===== config.mk =====
export PLATFORM = sky130hd
export DESIGN_NAME = cdc_stable_capture
export DESIGN_NICKNAME = d
export VERILOG_FILES = /design/src/rtl/cdc_stable_capture_pkg.sv /design/src/rtl/cdc_event_fifo.sv /design/src/rtl/cdc_stable_capture.sv
export SDC_FILE = /design/constraint.sdc
export NUM_CORES = 1
export LEC_CHECK = 0
export CAP_MARGIN = 20
export CORE_ASPECT_RATIO = 0.7
export CORE_MARGIN = 3
export CORE_UTILIZATION = 30
export CTS_BUF_LIST = sky130_fd_sc_hd__clkbuf_8 sky130_fd_sc_hd__clkbuf_16
export CTS_CLUSTER_DIAMETER = 80
export DETAILED_ROUTE_END_ITERATION = 8
export GPL_ROUTABILITY_DRIVEN = 0
export PLACE_DENSITY = 0.55
export SETUP_SLACK_MARGIN = 0.2
export SLEW_MARGIN = 15
export SYNTH_ARGS = -nofsm -noshare
export SYNTH_HDL_FRONTEND = slang
export SYNTH_HIERARCHICAL = 1
export SYNTH_SLANG_ARGS = --single-unit

===== constraint.sdc =====
create_clock -name clk -period 7.2 [get_ports clk]
set_clock_uncertainty 0.1 [all_clocks]
set_input_delay 1.44 -clock clk [delete_from_list [all_inputs] [get_ports clk]]
set_output_delay 1.44 -clock clk [all_outputs]
set_load 0.02 [all_outputs]

===== src/rtl/cdc_stable_capture_pkg.sv =====
// Shared definitions for the stable-capture qualifier slice.
//   cap_state_e   : qualifier FSM states.
//   CNT_W_DEFAULT : default width of the saturating glitch/drop counters.
//   sat_inc       : saturating increment, clamps at 2^width-1 (width <= 32).
package cdc_pkg;

  typedef enum logic {CAP_IDLE, CAP_SETTLE} cap_state_e;

  localparam int unsigned CNT_W_DEFAULT = 8;

  function automatic logic [31:0] sat_inc(input logic [31:0] val, input int unsigned width);
    logic [31:0] max_v;
    max_v = (width >= 32) ? '1 : ((32'd1 << width) - 32'd1);
    return (val >= max_v) ? max_v : (val + 32'd1);
  endfunction

endpackage


===== src/rtl/cdc_event_fifo.sv =====
// Single-clock event FIFO holding qualified values.
//   clk, rst_n    : clock, asynchronous active-low reset (clears storage too).
//   push_i/push_data_i : write request and data; ignored when full unless a
//                   pop happens in the same cycle.
//   pop_i         : remove head; ignored when empty.
//   full_o/empty_o/count_o : occupancy status.
//   head_o        : head entry, read from registered storage (no bypass).
module cdc_event_fifo #(
  parameter int unsigned WIDTH      = 8,
  parameter int unsigned FIFO_DEPTH = 4
) (
  input  logic                          clk,
  input  logic                          rst_n,
  input  logic                          push_i,
  input  logic [WIDTH-1:0]              push_data_i,
  input  logic                          pop_i,
  output logic                          full_o,
  output logic                          empty_o,
  output logic [$clog2(FIFO_DEPTH):0]   count_o,
  output logic [WIDTH-1:0]              head_o
);

  localparam int unsigned AW = $clog2(FIFO_DEPTH);
  localparam int unsigned PW = AW + 1;

  logic [WIDTH-1:0] mem_q [FIFO_DEPTH];
  logic [AW:0]      wr_q, wr_d;
  logic [AW:0]      rd_q, rd_d;
  logic             do_push, do_pop;

  // Pointers carry one extra wrap bit so full and empty are distinguishable.
  assign empty_o = (wr_q == rd_q);
  assign count_o = wr_q - rd_q;
  assign full_o  = (count_o == PW'(FIFO_DEPTH));
  assign do_pop  = pop_i && !empty_o;
  // When full, a same-cycle pop frees the slot being written.
  assign do_push = push_i && (!full_o || do_pop);
  assign head_o  = mem_q[rd_q[AW-1:0]];

  always_comb begin
    wr_d = wr_q;
    rd_d = rd_q;
    if (do_push) wr_d = wr_q + PW'(1);
    if (do_pop)  rd_d = rd_q + PW'(1);
  end

  always_ff @(posedge clk or negedge rst_n) begin
    if (!rst_n) begin
      wr_q <= '0;
      rd_q <= '0;
      for (int unsigned i = 0; i < FIFO_DEPTH; i++) mem_q[i] <= '0;
    end else begin
      wr_q <= wr_d;
      rd_q <= rd_d;
      if (do_push) mem_q[wr_q[AW-1:0]] <= push_data_i;
    end
  end

endmodule


===== src/rtl/cdc_stable_capture.sv =====
// Destination-domain qualifier behind the gray-code synchronizer. A value is
// committed as an event once it has been seen on STABLE_CYCLES consecutive
// valid samples; transients that revert to the last committed value are
// counted as glitches and discarded.
//   clk, reset_n           : clock, asynchronous active-low reset.
//   in_data/in_valid       : synchronizer dst_data/dst_valid.
//   out_data/out_valid/out_ready : event FIFO head and handshake.
//   fifo_count             : occupied FIFO entries.
//   busy                   : a candidate value is settling.
//   overflow               : one-cycle pulse when a commit is dropped (FIFO full).
//   glitch_cnt/drop_cnt    : saturating event counters.
module cdc_stable_capture
  import cdc_pkg::*;
#(
  parameter int unsigned WIDTH         = 8,
  parameter int unsigned STABLE_CYCLES = 2,
  parameter int unsigned FIFO_DEPTH    = 4,
  parameter int unsigned CNT_W         = CNT_W_DEFAULT
) (
  input  logic                        clk,
  input  logic                        reset_n,
  input  logic [WIDTH-1:0]            in_data,
  input  logic                        in_valid,
  output logic [WIDTH-1:0]            out_data,
  output logic                        out_valid,
  input  logic                        out_ready,
  output logic [$clog2(FIFO_DEPTH):0] fifo_count,
  output logic                        busy,
  output logic                        overflow,
  output logic [CNT_W-1:0]            glitch_cnt,
  output logic [CNT_W-1:0]            drop_cnt
);

  if (STABLE_CYCLES < 1) begin : g_bad_stable
    $error("cdc_stable_capture: STABLE_CYCLES must be >= 1");
  end
  if ((FIFO_DEPTH < 2) || ((FIFO_DEPTH & (FIFO_DEPTH - 1)) != 0)) begin : g_bad_depth
    $error("cdc_stable_capture: FIFO_DEPTH must be a power of 2 and >= 2");
  end
  if ((CNT_W < 1) || (CNT_W > 32)) begin : g_bad_cntw
    $error("cdc_stable_capture: CNT_W must be in 1..32");
  end

  localparam int unsigned CW = $clog2(STABLE_CYCLES + 1);

  cap_state_e       state_q, state_d;
  logic [WIDTH-1:0] last_q, last_d;
  logic [WIDTH-1:0] cand_q, cand_d;
  logic [CW-1:0]    cnt_q, cnt_d;
  logic [CNT_W-1:0] glitch_q, glitch_d;
  logic [CNT_W-1:0] drop_q, drop_d;
  logic             ovf_q, ovf_d;

  logic             commit, glitch, drop;
  logic [WIDTH-1:0] commit_val;
  logic             fifo_full, fifo_empty, pop;

  assign pop = !fifo_empty && out_ready;
  // A commit is lost only if the FIFO is full and nothing leaves this cycle.
  assign drop = commit && fifo_full && !pop;

  always_comb begin
    state_d    = state_q;
    last_d     = last_q;
    cand_d     = cand_q;
    cnt_d      = cnt_q;
    commit     = 1'b0;
    commit_val = cand_q;
    glitch     = 1'b0;
    if (in_valid) begin
      unique case (state_q)
        CAP_IDLE: begin
          if (in_data != last_q) begin
            if (STABLE_CYCLES == 1) begin
              commit     = 1'b1;
              commit_val = in_data;
            end else begin
              cand_d  = in_data;
              cnt_d   = CW'(1);
              state_d = CAP_SETTLE;
            end
          end
        end
        CAP_SETTLE: begin
          // The candidate never equals last_q, so these branches are disjoint.
          if (in_data == cand_q) begin
            cnt_d = cnt_q + CW'(1);
            if (cnt_q == CW'(STABLE_CYCLES - 1)) begin
              commit  = 1'b1;
              state_d = CAP_IDLE;
            end
          end else if (in_data == last_q) begin
            glitch  = 1'b1;
            state_d = CAP_IDLE;
          end else begin
            cand_d = in_data;
            cnt_d  = CW'(1);
          end
        end
        default: state_d = CAP_IDLE;
      endcase
    end
    // last_val tracks commits even when dropped, so they are not re-reported.
    if (commit) last_d = commit_val;
  end

  always_comb begin
    glitch_d = glitch ? CNT_W'(sat_inc(32'(glitch_q), CNT_W)) : glitch_q;
    drop_d   = drop   ? CNT_W'(sat_inc(32'(drop_q), CNT_W))   : drop_q;
    ovf_d    = drop;
  end

  always_ff @(posedge clk or negedge reset_n) begin
    if (!reset_n) begin
      state_q  <= CAP_IDLE;
      last_q   <= '0;
      cand_q   <= '0;
      cnt_q    <= '0;
      glitch_q <= '0;
      drop_q   <= '0;
      ovf_q    <= 1'b0;
    end else begin
      state_q  <= state_d;
      last_q   <= last_d;
      cand_q   <= cand_d;
      cnt_q    <= cnt_d;
      glitch_q <= glitch_d;
      drop_q   <= drop_d;
      ovf_q    <= ovf_d;
    end
  end

  cdc_event_fifo #(
    .WIDTH      (WIDTH),
    .FIFO_DEPTH (FIFO_DEPTH)
  ) u_fifo (
    .clk         (clk),
    .rst_n       (reset_n),
    .push_i      (commit),
    .push_data_i (commit_val),
    .pop_i       (pop),
    .full_o      (fifo_full),
    .empty_o     (fifo_empty),
    .count_o     (fifo_count),
    .head_o      (out_data)
  );

  assign out_valid  = !fifo_empty;
  assign busy       = (state_q == CAP_SETTLE);
  assign overflow   = ovf_q;
  assign glitch_cnt = glitch_q;
  assign drop_cnt   = drop_q;

endmodule


---- Word level (Yosys, flattened, before mapping) ----
Index checks and enable logic that the tools add are counted.
cells by class
  bitwise logic cells ..................... 3
  reduce and logical (&&, ||, !) cells .... 12
  $add $sub $neg .......................... 6
  $mul .................................... 0
  order comparisons ....................... 5
  div/mod/pow operators ................... 0
  equality and inequality tests ........... 10
  shifts and indexed selects .............. 0
  muxes and demuxes ....................... 29
operator list
  cell                                                 count
  2-to-1 mux 8 bit                                     8
  bitwise mux 32 bit                                   1
  adder 8 x 1 -> 8 bit (second input constant)         2
  binary-select mux 8 bit (select 2 bit)               1
  demux 8 bit (select 2 bit)                           1
  equality test 8 bit                                  2
  >= comparator 8 bit (second input constant)          2
  case mux 8 bit (2 select lines)                      1
  2-to-1 mux 1 bit                                     12
  != test 8 bit                                        1
  adder 3 x 1 -> 3 bit (second input constant)         2
  >= comparator 3 bit (second input constant)          2
  logical AND 1 bit                                    6
  2-to-1 mux 2 bit                                     3
  != test 2 bit (second input constant)                3
  NOT 2 -> 3 bit                                       2
  case mux 2 bit (2 select lines)                      1
  AND reduction 4 bit                                  1
  equality test 3 bit                                  1
  equality test 3 bit (second input constant)          1
  logical NOT 1 bit                                    3
  < comparator 3 x 1 -> 1 bit (second input constant)  1
  != test 3 bit (second input constant)                1
  AND reduction 3 bit                                  1
  other kinds (6)                                      6
storage, ports and cells
  bits in registers ....................... 74
  logic and storage cells ................. 78
  memory bits (writable) .................. 0
  memories ................................ 0
  bits of input ports ..................... 12
  output and inout bits ................... 30
  bits in read-only memories .............. 0
  bits in latches ......................... 0

---- Logic depth before layout (Yosys ltp) ----
  depth after elaboration ................. 7
  gate-level depth with buffers ........... 10
  gate-level depth less buffers ........... 9

---- Hierarchy ----
Netlist, hierarchy kept.
modules (own cells, without submodules)
  module              cells each  sequential area each (µm²)  area each (µm²)  times used
  cdc_event_fifo      117         950.9                       1819.2           1
  cdc_stable_capture  153         900.9                       1816.7           1

---- Worst setup path after synthesis ----
OpenSTA, ideal clock, no wires.
  path type ............................... in2reg
  start ................................... input in_data[7]
  end ..................................... register u_fifo/mem_q[0] in the netlist's numbering
  arrival time ............................ 3.183 ns
  library setup time ...................... 0.125 ns
  data required time ...................... 6.975 ns
  path buffers ............................ 0
  stages on the path ...................... 7
  setup slack ............................. 3.793 ns
  cell sequence ........................... xor2_1 nor4_4 nand2_2 nor2_1 nand2_1 a21oi_2 mux2_2
between the ends
  word-level cells in the longest chain between the ends .. 5
RTL lines
  element                          line                      source
  from (decl)                      cdc_stable_capture.sv:22  input logic [WIDTH-1:0] in_data,
  equality test 8 bit              cdc_stable_capture.sv:86  if (in_data == cand_q) begin
  2-to-1 mux 1 bit                 cdc_stable_capture.sv:86
  2-to-1 mux 1 bit                 cdc_stable_capture.sv:71  unique case (state_q)
  2-to-1 mux 1 bit                 cdc_stable_capture.sv:70  if (in_valid) begin
  via commit                       cdc_stable_capture.sv:54  logic commit, glitch, drop;
  logical AND 1 bit                cdc_event_fifo.sv:37      assign do_push = push_i && (!full_o || do_pop);
  to (signal, indexed assignment)  cdc_event_fifo.sv:55      if (do_push) mem_q[wr_q[AW-1:0]] <= push_data_i;
  to (decl)                        cdc_event_fifo.sv:26      logic [WIDTH-1:0] mem_q [FIFO_DEPTH];
The timed path passes the listed nets, and every way through them passes these cells.
A chain may end at the register's enable or synchronous reset.

---- Worst setup path after layout ----
  start ................................... register u_fifo.rd_q[0]
  end ..................................... output fifo_count[2]
between the ends
  word-level cells in the longest chain between the ends .. 1
RTL lines
  element                 line                      source
  from (decl)             cdc_event_fifo.sv:28      logic [AW:0] rd_q, rd_d;
  from (signal assigned)  cdc_event_fifo.sv:54      rd_q <= rd_d;
  subtractor 3 bit        cdc_event_fifo.sv:33      assign count_o = wr_q - rd_q;
  to (decl)               cdc_stable_capture.sv:27  output logic [$clog2(FIFO_DEPTH):0] fifo_count,
Every way passes these cells.

==> key figures <==
Clock tree
  • CTS Root Buffer Type: sky130_fd_sc_hd__clkbuf_16
  • Number of buffers added for setup after CTS: 0
  • Number of CTS-inserted buffers: 9
  • Worst-path clk slew: around 0.060 ns
  • Clock tree from TritonCTS: done
  • # H-tree levels: 3
  • Number of buffers on the longest clock path: 2
  • Count of hold-fix buffers inserted at cts: 0
  • Clock insertion delay at the later pin of the skew report: approximately 0.33 ns
  • Clock sink total: 74
  • Resized cells post-CTS: 0

Route
  • Wire per inst: roughly 16 um
  • Number of vias per cell: 4.87
  • First-iteration detailed-routing DRC count: roughly 100
  • Final Routed Wirelength: 7.62 mm
  • Post-route antenna net violation count: 0
  • Final routed DRC violation total: 0
  • Overall via count from detail_route: around 2,300
  • First-pass detailed-route iteration total: 4

Synth
  • #FFs+latches synth: 74
  • Async set or reset register ratio after synthesis: 1.00
  • EDFF count, synth: 0
  • Cell types occupying the most area after synthesis: sky130_fd_sc_hd__dfrtp_1, sky130_fd_sc_hd__mux2_2, sky130_fd_sc_hd__mux4_2
  • Cell with the most instances after synthesis: sky130_fd_sc_hd__dfrtp_1
  • Share of the synthesized area in the top cell type: 0.509
  • Ys Warns: 6
  • Most used flip-flop cell after synthesis: sky130_fd_sc_hd__dfrtp_1
  • Most area-hungry cell type in the Yosys netlist: sky130_fd_sc_hd__dfrtp_1
  • Unique cell type count in the Yosys netlist: 40
  • Leading post-synthesis cells by instance count: sky130_fd_sc_hd__dfrtp_1, sky130_fd_sc_hd__mux2_2, sky130_fd_sc_hd__inv_1
  • Syn_nets: slightly below 300
  • Mean area per synthesized cell: between 10 and 15 sq um
  • Netlist Area Pre-Place: 3640 sq um
  • Number of standard cells after synthesis: 270
  • Portion of the post-synthesis area used by sequential elements: 0.509

Critical path
  • Worst Path Max Fanout: 11
  • Setup crit start kind: register
  • CP Capture Type: output pin
  • Worst-path cell with the longest stage delay: sky130_fd_sc_hd__dfrtp_1
  • Origin of the critical flop-to-flop path: u_fifo/rd_q[0]
  • Destination of the worst register-to-register timing path: drop_cnt[6]
  • Worst stage delay on the critical path: 0.63 ns
  • Logic depth of the worst register-to-register path: 8
  • Required time of the worst setup path: roughly 5.7 ns
  • Internal reg-to-reg setup slack: slightly below 4 ns
  • Worst setup path category: reg2out
  • Cells along the critical path: ha_1, fa_1, xnor3_4, inv_1, clkdlybuf4s50_1
  • Arr. time, crit path: 2.70 ns

Global route
  • Total congestion overflow: 0
  • Wire length of the first global-routing pass: between 10 and 15 mm
  • Via count of the first global-routing pass: ~2,400
  • Maximum number of pins on one net before global-route repair: 75
  • All-Layer GR Usage: 0.124
  • Antenna violations before repair: 0

Timing
  • Relative max-transition margin: 0.352
  • Max-slew violation count: 0
  • Share of the clock period used by the worst path after layout: 0.589
  • Achievable frequency: roughly 0.24 GHz
  • Final min period: around 4.2 ns
  • Final setup violation count: 0
  • Setup total negative slack: 0 ns
  • Hold Violations, Final: 0
  • Unrepaired setup endpoints after global routing: false
  • Slew at the pin closest to its max-slew limit: approximately 0.97 ns
  • Slack of the critical path: a little under 3 ns

Power
  • Total power per unit cell area: around 290 nW/um^2
  • Leakage: 0.00208 uW
  • Worst VDD drop: roughly 0.00014 V

Floorplan
  • Io pins: 42
  • Die span in y: a little under 100 um
  • Initial core utilization: 0.319
  • Die width: around 140 um
  • Core outline area: 11,400 sq um
  • Standard-cell rows: 32
  • DIE AREA: roughly 13,000 sq um

Layout
  • Growth of design area from synthesis to finish: 26.7%
  • Sequential cell area: around 1900 sq um
  • Fraction of final layout cells with drive strength greater than 1: 0.262
  • Area taken by multi-input logic gates: approximately 1700 sq um
  • Number of nets in the layout: ~340
  • # fillers: roughly 1,100
  • Number of diodes added for antenna fixing: 0

Placement
  • Placed wire-length estimate: roughly 5.3 mm
  • Count of buffers from port buffering: between 40 and 50
  • Worst setup timing slack at the placement stage: between 2 and 3 ns

Flow run
  • MaxCap Viol Count: 0

Min path
  • Start point of the worst hold path: cnt_q[0]
  • Worst hold path cell count: 1
  • Worst hold path class: reg2reg
  • Endpoint with the worst hold slack: cnt_q[0]

Outcome
  • Result of the run: finished, final reports clean
==> flip-flops by register name, summed over array words and instances (netlist names), 2 cells and up <==
| name | count |
|---|---|
| last_q | 8 |
| cnt_q | 2 |
| drop_cnt | 8 |
| u_fifo/mem_q | 32 |
| u_fifo/wr_q | 3 |
| glitch_cnt | 8 |
| cand_q | 8 |
| u_fifo/rd_q | 3 |
==> power breakdown <==
part           total [uW]  leakage [uW]  switching [uW]  internal (uW)
clock                 584      0.000190             175            409
combinational         238      0.000903             119            119
sequential            499      0.000988            57.8            441
total                1320       0.00208             351            970
==> routing by layer <==
| layer | GRT usage | routed length (um) | vias up |
|---|---|---|---|
| li1 | - | - | 1090 |
| met1 | 0.178 | 3860 | 1183 |
| met2 | 0.177 | 3310 | 40 |
| met3 | 0.0391 | 351 | 11 |
| met4 | 0.0414 | 107 | 0 |
| met5 | 0 | 0 | - |
==> layout by cell type, fill, tap and decap left out, types with 3 or more instances in the layout <==
master	instances
sky130_fd_sc_hd__dfrtp_1	74
sky130_fd_sc_hd__mux2_2	46
sky130_fd_sc_hd__clkdlybuf4s50_1	40
sky130_fd_sc_hd__inv_1	13
sky130_fd_sc_hd__xor2_1	11
sky130_fd_sc_hd__a21oi_1	11
sky130_fd_sc_hd__nor2_1	10
sky130_fd_sc_hd__xnor2_1	10
sky130_fd_sc_hd__ha_1	10
sky130_fd_sc_hd__nand2_1	9
sky130_fd_sc_hd__clkbuf_16	9
sky130_fd_sc_hd__a31oi_1	8
sky130_fd_sc_hd__mux4_2	8
sky130_fd_sc_hd__and3_1	7
sky130_fd_sc_hd__mux2_1	6
sky130_fd_sc_hd__bufinv_16	5
sky130_fd_sc_hd__nand4_1	4
sky130_fd_sc_hd__nand3_1	4
sky130_fd_sc_hd__a21oi_2	4
sky130_fd_sc_hd__and2_1	3
sky130_fd_sc_hd__nand2b_1	3
==> worst max-delay path by stage <==
| stage | cells after the start | to | startpoint |
|---|---|---|---|
| 2_1_floorplan | 7 | u_fifo/mem_q[0] | in_data[7] |
| 3_3_place_gp | 8 | u_fifo/mem_q[6] | in_data[3] |
| 3_5_place_dp | 8 | u_fifo/mem_q[4] | in_data[3] |
| 4_1_cts | 5 | fifo_count[2] | u_fifo/rd_q[0] |
| 5_1_grt | 5 | fifo_count[2] | u_fifo/rd_q[0] |
| 6_report | 5 | fifo_count[2] | u_fifo/rd_q[0] |
==> critical path: cells and delay by family, from the launching register on <==
kind                       cells  cell delay, ns
adders and majority gates      2            0.71
buffers and inverters          2            0.69
DFF                            1            0.63
xor gates and xnor gates       1            0.35
==> logic make-up (layout without fill, tap and decap cells) <==
group                    Yosys count  after routing  share of synthesized area
flip-flops                        74             74                      0.509
multiplexers                      62             62                      0.216
AND/OR/NAND/NOR                   50             50                     0.0864
AO/OA/AOI/OAI                     34             34                     0.0709
XOR/XNOR                          22             22                     0.0578
buffers and inverters             17             71                     0.0196
adder cells (fa/ha/maj)           11             11                     0.0399
==> per-stage QoR <==
stage          utilization  cells  power, uW  hold slack [ns]  instance area, sq um
6_report             0.404    477       1320            0.389                  4610
5_1_grt              0.404    477       1390            0.411                  4610
4_1_cts              0.404    477       1340            0.394                  4610
3_5_place_dp         0.370    461        749            0.387                  4220
3_3_place_gp         0.370    461        746            0.370                  4220
2_1_floorplan            -    270        653            0.357                  3640
==> layout make-up <==
cell class / count / share of cell area
clock buffer: 9 / 0.0489
clock inverter: 7 / 0.0356
inverter: 13 / 0.0106
multi-input combinational: 179 / 0.372
sequential: 74 / 0.402
tap: 153 / 0.0416
timing repair buffer: 42 / 0.0896
Power figures use the tool's default switching activity.
